===== src/rtl/shift_unit_pkg.sv =====
// Shared definitions for the bit-serial shift unit: opcodes (matching the ALU
// decoder's SHIFTER_control encoding), FSM state encodings and the default lui amount.
package shift_unit_pkg;

  typedef enum logic [2:0] {
    SH_NOP  = 3'b000,
    SH_LOAD = 3'b001,
    SH_SLL  = 3'b010,
    SH_SRL  = 3'b011,
    SH_SRA  = 3'b100,
    SH_ROR  = 3'b101,
    SH_ROL  = 3'b110
  } sh_op_e;

  typedef enum logic [1:0] {
    ST_IDLE   = 2'b00,
    ST_LOADED = 2'b01,
    ST_SHIFT  = 2'b10,
    ST_DONE   = 2'b11
  } sh_state_e;

  localparam int LUI_SHIFT_DEF = 16;

endpackage


===== src/rtl/shift_unit_step.sv =====
// One-bit combinational shift/rotate selected by the latched opcode.
// Rotates exist only when SHIFT_ROTATE_EN is defined; other codes pass data through.
module shift_step
  import shift_unit_pkg::*;
#(
  parameter int WIDTH = 32
) (
  input  logic [2:0]       op,
  input  logic [WIDTH-1:0] din,
  output logic [WIDTH-1:0] dout
);

  always_comb begin
    dout = din;
    case (op)
      SH_SLL: dout = {din[WIDTH-2:0], 1'b0};
      SH_SRL: dout = {1'b0, din[WIDTH-1:1]};
      SH_SRA: dout = {din[WIDTH-1], din[WIDTH-1:1]};
`ifdef SHIFT_ROTATE_EN
      SH_ROR: dout = {din[0], din[WIDTH-1:1]};
      SH_ROL: dout = {din[WIDTH-2:0], din[WIDTH-1]};
`endif
      default: dout = din;
    endcase
  end

endmodule


===== src/rtl/shift_unit.sv =====
// Bit-serial shift register: loads an operand, then shifts one bit per clock.
// Optional serial rotates (ror/rol) are built when SHIFT_ROTATE_EN is defined.
module shift_unit
  import shift_unit_pkg::*;
#(
  parameter int WIDTH     = 32,
  parameter int SHAMT_W   = 5,
  parameter int LUI_SHIFT = LUI_SHIFT_DEF
) (
  input  logic               clk,
  input  logic               reset,
  input  logic [2:0]         shift_ctrl,
  input  logic               m_shifter,
  input  logic [WIDTH-1:0]   data_a,
  input  logic [WIDTH-1:0]   data_b,
  input  logic [SHAMT_W-1:0] shamt,
  output logic [WIDTH-1:0]   result,
  output logic               busy,
  output logic               done
);

  sh_state_e          state_q, state_d;
  logic [2:0]         op_q;
  logic [SHAMT_W-1:0] count_q;
  logic [WIDTH-1:0]   step_out;
  logic               is_shift;
  logic               accept;

  always_comb begin
    is_shift = 1'b0;
    case (shift_ctrl)
      SH_SLL, SH_SRL, SH_SRA: is_shift = 1'b1;
`ifdef SHIFT_ROTATE_EN
      SH_ROR, SH_ROL:         is_shift = 1'b1;
`endif
      default:                is_shift = 1'b0;
    endcase
  end

  // Commands are taken in every state except SHIFT, including the zero-count
  // cycle where busy is low, so nothing slips in before done.
  assign accept = (state_q != ST_SHIFT);

  always_comb begin
    state_d = state_q;
    case (state_q)
      ST_SHIFT: if (count_q <= SHAMT_W'(1)) state_d = ST_DONE;
      ST_DONE:  state_d = ST_LOADED;
      default:  state_d = state_q;
    endcase
    if (accept) begin
      if (shift_ctrl == SH_LOAD) state_d = ST_LOADED;
      else if (is_shift)         state_d = ST_SHIFT;
    end
  end

  always_ff @(posedge clk or posedge reset) begin
    if (reset) begin
      state_q <= ST_IDLE;
      op_q    <= SH_NOP;
      count_q <= '0;
      result  <= '0;
    end else begin
      state_q <= state_d;
      if (state_q == ST_SHIFT) begin
        if (count_q != '0) begin
          result  <= step_out;
          count_q <= count_q - SHAMT_W'(1);
        end
      end else if (shift_ctrl == SH_LOAD) begin
        result <= m_shifter ? data_b : data_a;
      end else if (is_shift) begin
        op_q    <= shift_ctrl;
        count_q <= m_shifter ? SHAMT_W'(LUI_SHIFT) : shamt;
      end
    end
  end

  assign busy = (state_q == ST_SHIFT) && (count_q != '0);
  assign done = (state_q == ST_DONE);

  shift_step #(.WIDTH(WIDTH)) u_step (
    .op   (op_q),
    .din  (result),
    .dout (step_out)
  );

endmodule

===== config.mk =====
export PLATFORM = sky130hd
export DESIGN_NAME = shift_unit
export DESIGN_NICKNAME = d
export VERILOG_FILES = /design/src/rtl/shift_unit_pkg.sv /design/src/rtl/shift_unit_step.sv /design/src/rtl/shift_unit.sv
export SDC_FILE = /design/constraint.sdc
export NUM_CORES = 1
export LEC_CHECK = 0
export ABC_AREA = 1
export CAP_MARGIN = 20
export CORE_MARGIN = 3
export CORE_UTILIZATION = 50
export DETAILED_ROUTE_END_ITERATION = 6
export MAX_ROUTING_LAYER = met4
export PLACE_DENSITY_LB_ADDON = 0.05
export SKIP_LAST_GASP = 1
export SLEW_MARGIN = 0
export SYNTH_ARGS = -nofsm -noshare
export SYNTH_HDL_FRONTEND = slang
export SYNTH_SLANG_ARGS = --single-unit

===== constraint.sdc =====
create_clock -name clk -period 4.1 [get_ports clk]
set_input_delay 0.82 -clock clk [delete_from_list [all_inputs] [get_ports clk]]
set_output_delay 0.82 -clock clk [all_outputs]
set_load 0.01 [all_outputs]

Yosys cells after proc, flatten, opt, wreduce, memory -nomap -nowiden:

Index checks and enable logic that the tools add are counted.

* flip-flop bits (word level): 42
* word-level logic and storage cells: 49

* add/sub/neg operators: 1
* magnitude comparators: 1
* equal/unequal tests: 15
* muxes and demuxes: 16
* bitwise operators: 2
* reductions and logical operators: 9

Operator list (count)
* $mux 32: 4
* $pmux 32 s3: 1
* $mux 5: 5
* $eq 3x2->1 const B: 4
* $reduce_and 3->1: 3
* $mux 2: 4
* $eq 3x3->1 const B: 2
* $ne 2x2->1 const B: 3
* $le 5x1->1 const B: 1
* $reduce_bool 5->1: 1
* $sub 5x1->5 const B: 1
* $eq 2x2->1 const B: 2
* $ne 4x1->1 const B: 1
* $pmux 2 s2: 1
* $reduce_and 4->1: 1
* $reduce_bool 2->1: 2
* $eq 3x1->1 const B: 1
* $ne 3x1->1 const B: 1
* $reduce_or 3->1: 1
* $ne 2x1->1 const B: 1
* $not 1->1: 2
* $logic_and 1x1->1: 1
* $mux 1: 1

Logic depth before layout (Yosys ltp):

Gate-level depths: netlist of the first run.

* depth after elaboration: 6
* mapped depth: 10
* gate-level depth less buffers: 9

Cells and area by module:

From an unflattened synthesis of the first run, not the netlist that was laid out.

* cells, all modules: 521
* area, all modules: 3286.9 um^2

By module, submodules not included
* shift_unit: instances 1, cells each 372, area each 2582.5 um^2, seq. area each 1051.0 um^2
* shift_step: instances 1, cells each 149, area each 704.4 um^2, seq. area each 0.0 um^2

Least setup slack after synthesis of the first run:

No wires, ideal clock.

* path kind: reg-to-output
* from: register count_q[0]
* to: output port busy
* arrival: 1001 ps
* required time: 3280 ps
* setup slack: 2279 ps
* stages on the path, launching flop included: 8
* path buffers: 0
* path through: dfrtp_1 inv_1 ha_1 inv_1 nor2_1 nand2_1 nand2_1 inv_1

* word-level cells in the longest chain between the ends: 2

RTL lines
* from (decl): line shift_unit.sv:24 `logic [SHAMT_W-1:0] count_q;`
* from (signal assigned): line shift_unit.sv:68 `count_q <= count_q - SHAMT_W'(1);`
* from (signal assigned): line shift_unit.sv:74 `count_q <= m_shifter ? SHAMT_W'(LUI_SHIFT) : shamt;`
* $reduce_bool 5->1: line shift_unit.sv:79 `assign busy = (state_q == ST_SHIFT) && (count_q != '0);`
* $logic_and 1x1->1: line shift_unit.sv:79
* to (decl): line shift_unit.sv:18 `output logic busy,`

Every way passes these cells.

Final worst setup path of the first run:

Ends and elaborated chain as after synthesis.

==> out/results.tsv, run 1 <==
stage	metric	value	unit
outcome	status	complete, no violations	
clock_tree	clkTransAtPathRegs	90	ps
run	cap_violations	0	
setup_path	path_buf_inv	4	
synth	synth_top_area_cell	dfrtp_1	
setup_path	cp_common_cell	inv_1	
power	cellPowerDensity	725	mW/mm^2
sta	tightestPinTransition	1040	ps
power	total_power	3160	uW
sta	setup-tns-final	0	ps
clock_tree	cts_setup_buffers	0	
setup_path	crit_arrival	1860	ps
finish	drive_gt1_share	4.13	%
global_route	gr-usage-met3	4.66	%
synth	synth-seq-area-share	32.6	%
setup_path	worst_path_max_delay_cell	clkdlybuf4s50_1	
sta	finalCritPeriodShare	65.4	%
synth	netlist_area	0.00322	mm^2
power	ir_drop	0.411	mV
drt	first_pass_iters	6	
global_route	gr-usage-met2	46.4	%
power	switching_power	1540	uW
setup_path	critical_path_class	reg -> out	
sta	worst_clock_skew	10.8	ps
placed_design	dp.cells	670	
setup_path	setup.worst_path.end_class	output port	
floorplan	start_util	52.9	%
synth	yosysUniqueCellTypes	25	
clock_tree	cts.repair.resized	0	
finish	final_nets	682	
synth	syn-num-nets	597	
sta	hold_violations	0	
clock_tree	clock_sinks	42	
clock_tree	holdBufCountCts	0	
drt	drc	0	
power	p_seq_share	25.3	%
sta	report.final.slew_viol_count	0	
placed_design	gp_congestion	0.843	
global_route	top_usage_layer	met2	
floorplan	die_w	86.3	um
floorplan	core_area	0.00610	mm^2
drt	num_vias	3726	
setup_path	path_max_fanout	5	
synth	ys_ff_latch	42	
finish	final_cells	680	
synth	synth_top_area_share	32.6	%
clock_tree	clk_latency	300	ps
setup_path	cp-start-kind	flip-flop	
drt	wl_per_cell	14.4	um
sta	rsz0062_at_grt	no	
synth	avgSynthCellArea	6.21	um^2
global_route	grt_pass1_vias	3616	
global_route	antenna_found_initial	0	
drt	final_antenna_net_count	0	
clock_tree	cts_max_level	2	
global_route	grt_overflow	0	
sta	setup_viol	0	
power	power.share.clock	9.2	%
global_route	grt_max_degree	37	
drt	dr.first_iter.drc_count	304	
synth	netlist_instances	519	
setup_path	crit_path_cell_trace	inv_1 > ha_1 > inv_1 > nor2_1 > nand2_1 > nand2_1 > inv_1 > clkdlybuf4s50_1	
power	swShare	48.9	%
placed_design	port_buffers	108	
setup_path	cp_slowest_stage_delay	470	ps
clock_tree	clockBufferDepth	2	
drt	vias_per_cell	5.48	
global_route	gr-usage-met1	34.1	%
drt	drt-total-wl	9800	um
sta	max_slew_margin	30.7	%
sta	max_freq	0.373	GHz
synth	synth.area.top_cells	dfrtp_1 33%, nand3_1 20%, nand2_1 15%, nor2_1 8.4%, o21ai_0 6.7%	
floorplan	rows	28	
floorplan	pin_count	109	
sta	fin_crit	2680	ps
synth	ys_warn_count	0	
clock_tree	root_buffer	clkbuf_8	
setup_path	crit_family	buffers and inverters	
power	p_leak	0.00219	uW
power	combinationalPowerShare	65.6	%
finish	areaGrowthSynthToFinish	35.1	%
setup_path	critical_path_required	3280	ps
finish	n_antenna_cell	0	
global_route	track_usage	27.4	%
min_path	hp-class	reg -> reg	
floorplan	die_y	86.3	um
placed_design	dp_hpwl	6640	um
power	p_int	1610	uW
clock_tree	cts_tree	done	
finish	nFillCells	563	
floorplan	dieArea	0.00745	mm^2
clock_tree	cts_buffers	5	
global_route	grt_pass1_wl	16300	um
-- cells in the mapped netlist --
cell type,count
nand3_4,1
nor2_4,1
inv_2,2
o211ai_1,1
buf_4,6
nand2_1,127
or2_2,1
nor2_1,72
o21ai_1,1
buf_6,3
ha_1,3
clkbuf_1,14
o21bai_1,1
nand2_4,1
nand3_1,130
nand3_2,1
inv_1,49
dfrtp_1,42
nand2_2,3
buf_2,13
nand3b_4,1
nand3b_1,1
o22ai_1,1
o21ai_0,43
a21oi_1,1
-- kinds of logic after synthesis --
kind of cell,after synthesis,share of synthesized area (%)
buffers and inverters,87,12.0
AOI/OAI and AO/OA,48,7.65
DFF,42,32.6
and+or+nand+nor,339,46.5
adders and majority gates,3,1.16
-- state kept, by name (all words and copies together) (netlist names) --
name / count
result: 32
count_q: 5
op_q: 3
state_q: 2
-- cell usage in the layout, fill, tap and decap left out --
| cell type | n |
|---|---|
| o211ai_1 | 1 |
| clkinv_2 | 1 |
| clkbuf_1 | 1 |
| o22ai_1 | 1 |
| o21ai_2 | 1 |
| clkbuf_8 | 6 |
| nand3b_4 | 1 |
| nand3_2 | 1 |
| buf_6 | 1 |
| buf_8 | 1 |
| inv_1 | 48 |
| or2_2 | 1 |
| clkinv_1 | 1 |
| nand3_1 | 130 |
| nand2_4 | 1 |
| nor2_4 | 1 |
| o21bai_1 | 1 |
| clkdlybuf4s50_1 | 108 |
| ha_1 | 3 |
| nor2_1 | 72 |
| dfrtp_1 | 42 |
| nand2_2 | 3 |
| nand2_1 | 127 |
| nand3b_1 | 1 |
| inv_2 | 2 |
| a21oi_1 | 1 |
| o21ai_0 | 43 |
| buf_4 | 4 |
| nand3_4 | 1 |
-- per-layer routing --
| metal | routed length, um | vias to the layer above | part of all wire [%] |
|---|---|---|---|
| met3 | 649 | 12 | 6.6 |
| met5 | 0 | - | 0 |
| met1 | 4200 | 1722 | 43 |
| met4 | 104 | 0 | 1.1 |
| li1 | - | 1836 | - |
| met2 | 4850 | 156 | 49 |
-- power groups by stage --
stage	Combinational [uW]	Sequential (uW)	Clock, uW
detailed placement	2030	798	0
floorplan	1360	832	0
global placement	1980	792	0
global route	2330	828	307
CTS	2040	791	292
finish	2070	797	290
-- final timing paths --
kind                            start         end  slack, ps  cells after the start
max in group asynchronous       reset   result[0]       2590                      3
hold / removal              result[7]   result[7]        550                      2
setup reg to reg           state_q[0]  result[30]       1460                      8
min in group asynchronous       reset  result[20]        780                      2
setup / recovery           count_q[0]        busy       1420                      8
hold reg to reg             result[7]   result[7]        550                      2
-- worst reg2reg max path: stages, from the launching register on --
cell and delay [ps]:
dfrtp_1 420, nor2_4 330, buf_4 400, inv_2 200
nand2_2 170, nand3_4 370, nand2_4 480, nand2_1 120
nand2_1 80
-- cell type report --
cell class | instances | area (um^2) | area share (%)
well taps | 75 | 93.8 | 2.16
clock inverters | 1 | 5.00 | 0.115
inverters | 51 | 191 | 4.40
multi-input cells | 390 | 1790 | 41.1
flip-flops and latches | 42 | 1050 | 24.1
repair buffers | 114 | 1140 | 26.1
clock buffers | 7 | 86.3 | 1.98
-- stage by stage --
step                      utilization [%]  worst slack [ps]  hold WS [ps]  cell area [um^2]
after floorplan                         -              2280           505              3220
final                                71.4              1420           547              4350
after CTS                            71.0              1400           545              4330
after detailed placement             69.5              1400           525              4240
after global routing                 71.4              1250           572              4350
after global placement               69.5              1480           518              4240
(Power assumes the default switching activity.)
==> inputs of run 2 (changes only) <==
Settings changed: CORE_UTILIZATION 50 to 42.
Clock period 4.1 ns to 2.35 ns, I/O delays scaled along.
==> out/results.tsv, run 2 (synthesis gave the netlist of run 1 again) <==
stage	metric	value	unit
sta	hold_violations	0	
global_route	top_usage_layer	met2	
placed_design	dp_hpwl	6770	um
floorplan	start_util	44.0	%
placed_design	port_buffers	108	
floorplan	die_w	93.6	um
sta	hold_ws	504	ps
global_route	gr-usage-met1	30.1	%
floorplan	rows	31	
floorplan	pin_count	109	
power	p_int	2920	uW
setup_path	reg2regPathDepth	8	
drt	num_vias	3589	
finish	drive_gt1_share	5.72	%
global_route	gr-usage-met2	39.6	%
sta	worst_clock_skew	7.65	ps
setup_path	setup.worst_path.end_class	output port	
clock_tree	cts_tree	done	
setup_path	cp-start-kind	flip-flop	
power	total_power	5580	uW
global_route	grt_max_degree	73	
clock_tree	cts_setup_buffers	0	
global_route	antenna_found_initial	0	
power	p_leak	0.00225	uW
power	cellPowerDensity	1250	mW/mm^2
run	cap_violations	0	
sta	report.final.slew_viol_count	0	
drt	vias_per_cell	5.05	
sta	max_slew_margin	50.6	%
drt	wl_per_cell	13.7	um
global_route	grt_pass1_vias	3437	
finish	nFillCells	667	
clock_tree	cts_buffers	5	
drt	first_pass_iters	4	
finish	largest_reg_flops	32	
finish	final_nets	689	
setup_path	crit_arrival	1480	ps
placed_design	gp_congestion	0.846	
finish	layout_commonest_cell	nand3_1	
finish	regMostFlops	result	
clock_tree	clkTransAtPathRegs	90	ps
finish	top_regs	result (32), count_q (5), op_q (3)	
finish	n_antenna_cell	0	
sta	max_freq	0.513	GHz
global_route	gr-usage-met3	3.30	%
drt	drc	0	
setup_path	critical_path_required	1880	ps
clock_tree	root_buffer	clkbuf_8	
power	ir_drop	0.616	mV
drt	drt-total-wl	9730	um
floorplan	core_area	0.00733	mm^2
global_route	grt_overflow	0	
clock_tree	clk_latency	310	ps
floorplan	dieArea	0.00876	mm^2
clock_tree	clock_sinks	42	
clock_tree	clockBufferDepth	2	
global_route	track_usage	23.6	%
power	power.share.clock	10.1	%
sta	fin_crit	1950	ps
floorplan	die_y	93.6	um
min_path	hp-class	in -> async	
drt	dr.first_iter.drc_count	167	
sta	tightestPinTransition	737	ps
power	switching_power	2660	uW
sta	rsz0062_at_grt	no	
power	combinationalPowerShare	65.0	%
finish	areaGrowthSynthToFinish	38.8	%
clock_tree	cts_max_level	2	
finish	final_cell_mix	130 x nand3_1, 127 x nand2_1, 107 x clkdlybuf4s50_1	
sta	finalCritPeriodShare	82.9	%
power	p_seq_share	24.9	%
sta	setup_viol	0	
sta	setup-tns-final	0	ps
drt	final_antenna_net_count	0	
global_route	grt_pass1_wl	16200	um
outcome	status	complete, no violations	
setup_path	critical_path_class	reg -> out	
power	swShare	47.6	%
setup_path	path_max_fanout	4	
==> run 2: cell count changes in the layout (fill, tap and decap cells not counted), sizes merged <==
cell,before,now
buf,6,13
clkbuf,7,8
clkdlybuf4s50,108,107
clkinv,2,1
dlymetal6s2s,0,1
==> run 2: through the flow <==
| step | instances | worst slack, ps | utilization (%) | instance area, um^2 |
|---|---|---|---|---|
| after CTS | 711 | 14.5 | 60.9 | 4470 |
| after detailed placement | 703 | 355 | 59.4 | 4360 |
| after floorplan | 519 | 879 | - | 3220 |
| final | 711 | 402 | 61.0 | 4470 |
| after global routing | 711 | 272 | 61.0 | 4470 |
| after global placement | 703 | 402 | 59.4 | 4360 |
==> run 2: power groups by stage <==
stage / sequential (uW) / combinational [uW] / clock (uW)
2_1_floorplan: 1450 / 2380 / 0
3_3_place_gp: 1390 / 3580 / 0
3_5_place_dp: 1390 / 3640 / 0
4_1_cts: 1380 / 3660 / 578
5_1_grt: 1440 / 4130 / 607
6_report: 1390 / 3630 / 565
==> run 2: path summary, 6_finish.rpt <==
| check | slack (ps) | from | endpoint |
|---|---|---|---|
| worst max-delay path | 400 | count_q[1] | busy |
| worst min-delay path | 500 | reset | result[12] |
| worst max register to register | 440 | state_q[0] | result[4] |
| worst min register to register | 540 | result[21] | result[21] |
| max in group asynchronous | 1210 | reset | result[29] |
| min in group clk | 540 | result[21] | result[21] |
==> run 2: layout make-up <==
type / instances / area, um^2 / share of cell area [%]
Multi-Input combinational cell: 390 / 1790 / 40.0
Sequential cell: 42 / 1050 / 23.5
Clock buffer: 8 / 110 / 2.46
Inverter: 51 / 191 / 4.28
Timing Repair Buffer: 121 / 1210 / 27.0
Tap cell: 99 / 124 / 2.77
==> run 2: critical path, stage by stage (launching register included) <==
cell and delay (ps):
dfrtp_1 390, inv_1 110, ha_1 160, inv_1 40, nor2_2 110, nand2_1 60
nand2_1 100, inv_1 40, dlymetal6s2s_1 160
==> run 2: what timing repair did <==
action	4_1_cts	5_1_grt
hold buffers	0	0
setup endpoints to repair	0	1
endpoints found under the hold margin	0	0
gates resized for setup	0	3
==> run 2: layer usage <==
layer | routed length [um] | vias up
met3 | 381 | 11
li1 | - | 1847
met1 | 4400 | 1651
met4 | 140 | 0
met2 | 4800 | 80
met5 | 0 | -
==> inputs of run 3 (changes only) <==
Settings changed: CORE_UTILIZATION 42 to 47.
Clock period 2.35 ns to 1.9 ns, I/O delays scaled along.
==> out/results.tsv, run 3 (synthesis gave the netlist of run 1 again) <==
stage	metric	value	unit
floorplan	start_util	49.6	%
power	total_power	7190	uW
placed_design	dp_hpwl	6960	um
drt	wl_met3	547	um
clock_tree	clock_sinks	42	
clock_tree	holdBufCountCts	0	
finish	top_regs	result (32), count_q (5), op_q (3)	
finish	n_antenna_cell	0	
sta	hold_ws	410	ps
drt	wl_met2	5200	um
floorplan	pin_count	109	
clock_tree	root_buffer	clkbuf_8	
outcome	status	complete, no violations	
drt	drc	0	
drt	wl_met1	4330	um
sta	max_freq	0.543	GHz
setup_path	path_max_fanout	2	
sta	worst_clock_skew	6.68	ps
placed_design	gp_congestion	0.834	
sta	report.final.slew_viol_count	0	
global_route	antenna_found_initial	0	
sta	fin_crit	1840	ps
drt	wl_per_cell	14.6	um
min_path	hp-class	in -> async	
clock_tree	clk_latency	290	ps
power	ir_drop	0.782	mV
sta	setup_viol	0	
setup_path	cp-start-kind	flip-flop	
sta	max_slew_margin	75.4	%
finish	nFillCells	584	
finish	multi_input_area	0.00180	mm^2
placed_design	port_buffers	108	
sta	hold_violations	0	
drt	drt-total-wl	10300	um
setup_path	critical_path_class	reg -> out	
finish	final_nets	703	
drt	dr.max_layer_used	met4	
global_route	track_usage	25.6	%
floorplan	rows	29	
clock_tree	cts_buffers	5	
floorplan	die_y	88.8	um
global_route	grt_max_degree	50	
floorplan	die_w	88.8	um
floorplan	dieArea	0.00789	mm^2
power	p_leak	0.00231	uW
finish	final_cell_mix	130 x nand3_1, 126 x nand2_1, 107 x clkdlybuf4s50_1	
finish	layout_commonest_cell	nand3_1	
setup_path	setup.worst_path.end_class	output port	
drt	first_pass_iters	5	
sta	finalCritPeriodShare	96.9	%
clock_tree	clkTransAtPathRegs	80	ps
finish	regMostFlops	result	
global_route	grt_pass1_vias	3526	
global_route	grt_overflow	0	
drt	num_vias	3793	
sta	tightestPinTransition	368	ps
power	cellPowerDensity	1570	mW/mm^2
finish	areaGrowthSynthToFinish	42.3	%
clock_tree	cts_max_level	2	
finish	drive_gt1_share	7.52	%
floorplan	core_area	0.00649	mm^2
finish	regArea	0.00105	mm^2
finish	largest_reg_flops	32	
clock_tree	cts_tree	done	
setup_path	critical_path_required	1520	ps
drt	vias_per_cell	5.40	
run	cap_violations	0	
drt	final_antenna_net_count	0	
drt	dr.first_iter.drc_count	206	
setup_path	crit_arrival	1460	ps
clock_tree	clockBufferDepth	2	
global_route	grt_pass1_wl	15600	um
==> run 3: cell types whose count changed in the layout (fill, tap and decap cells not counted), sizes merged <==
cell	delta
clkdlybuf4s15	+1
dlymetal6s2s	-1
clkbuf	+1
buf	+12
==> run 3: per-layer routing <==
layer  up-vias  track usage (%)
met5         -                -
met4         0             7.69
met3        17             3.91
met2       149             44.0
met1      1753             30.7
li1       1874                -
==> run 3: worst max-delay path: stages, from the launching register on <==
cell and delay [ps]:
dfrtp_1 390, inv_1 80, ha_1 140, inv_1 40, nor2_2 110, nand2_1 80, nand2_2 70, inv_1 40
clkdlybuf4s15_1 220
==> run 3: stage by stage <==
stage | TNS (ps) | std cells | worst slack [ps] | area, um^2 | util (%)
floorplan | 0 | 519 | 433 | 3220 | -
global placement | 0 | 684 | 95.1 | 4380 | 67.4
detailed placement | 0 | 684 | 1.91 | 4380 | 67.4
CTS | 0 | 694 | 10.9 | 4480 | 69.0
global route | -49.3 | 702 | -26.6 | 4590 | 70.6
finish | 0 | 702 | 59.7 | 4590 | 70.6
==> run 3: worst paths after layout <==
path	slack, ps	startpoint	cells past startpoint	to
max in group asynchronous	1260	reset	3	result[6]
hold reg to reg	540	result[16]	2	result[16]
setup / recovery	60	count_q[0]	8	busy
setup reg to reg	130	count_q[0]	11	result[22]
hold / removal	410	reset	3	result[15]
min in group clk	540	result[16]	2	result[16]
==> run 3: final cells by class <==
type / count / area share [%]
Sequential cell: 42 / 22.9
Tap cell: 77 / 2.10
Multi-Input combinational cell: 390 / 39.3
Clock buffer: 7 / 1.66
Inverter: 51 / 4.17
Timing Repair Buffer: 135 / 29.8
==> run 3: timing repair <==
item / in CTS / in global routing
resized for setup: 4 / 2
setup buffers: 3 / 6
endpoints found under the setup margin: 1 / 32
gates cloned: 0 / 2
pin swaps: 1 / 2
==> run 3: report_power, final <==
group	switching, uW	internal [uW]
registers	396	1340
logic	2740	2180
clock network	291	253
total	3430	3770
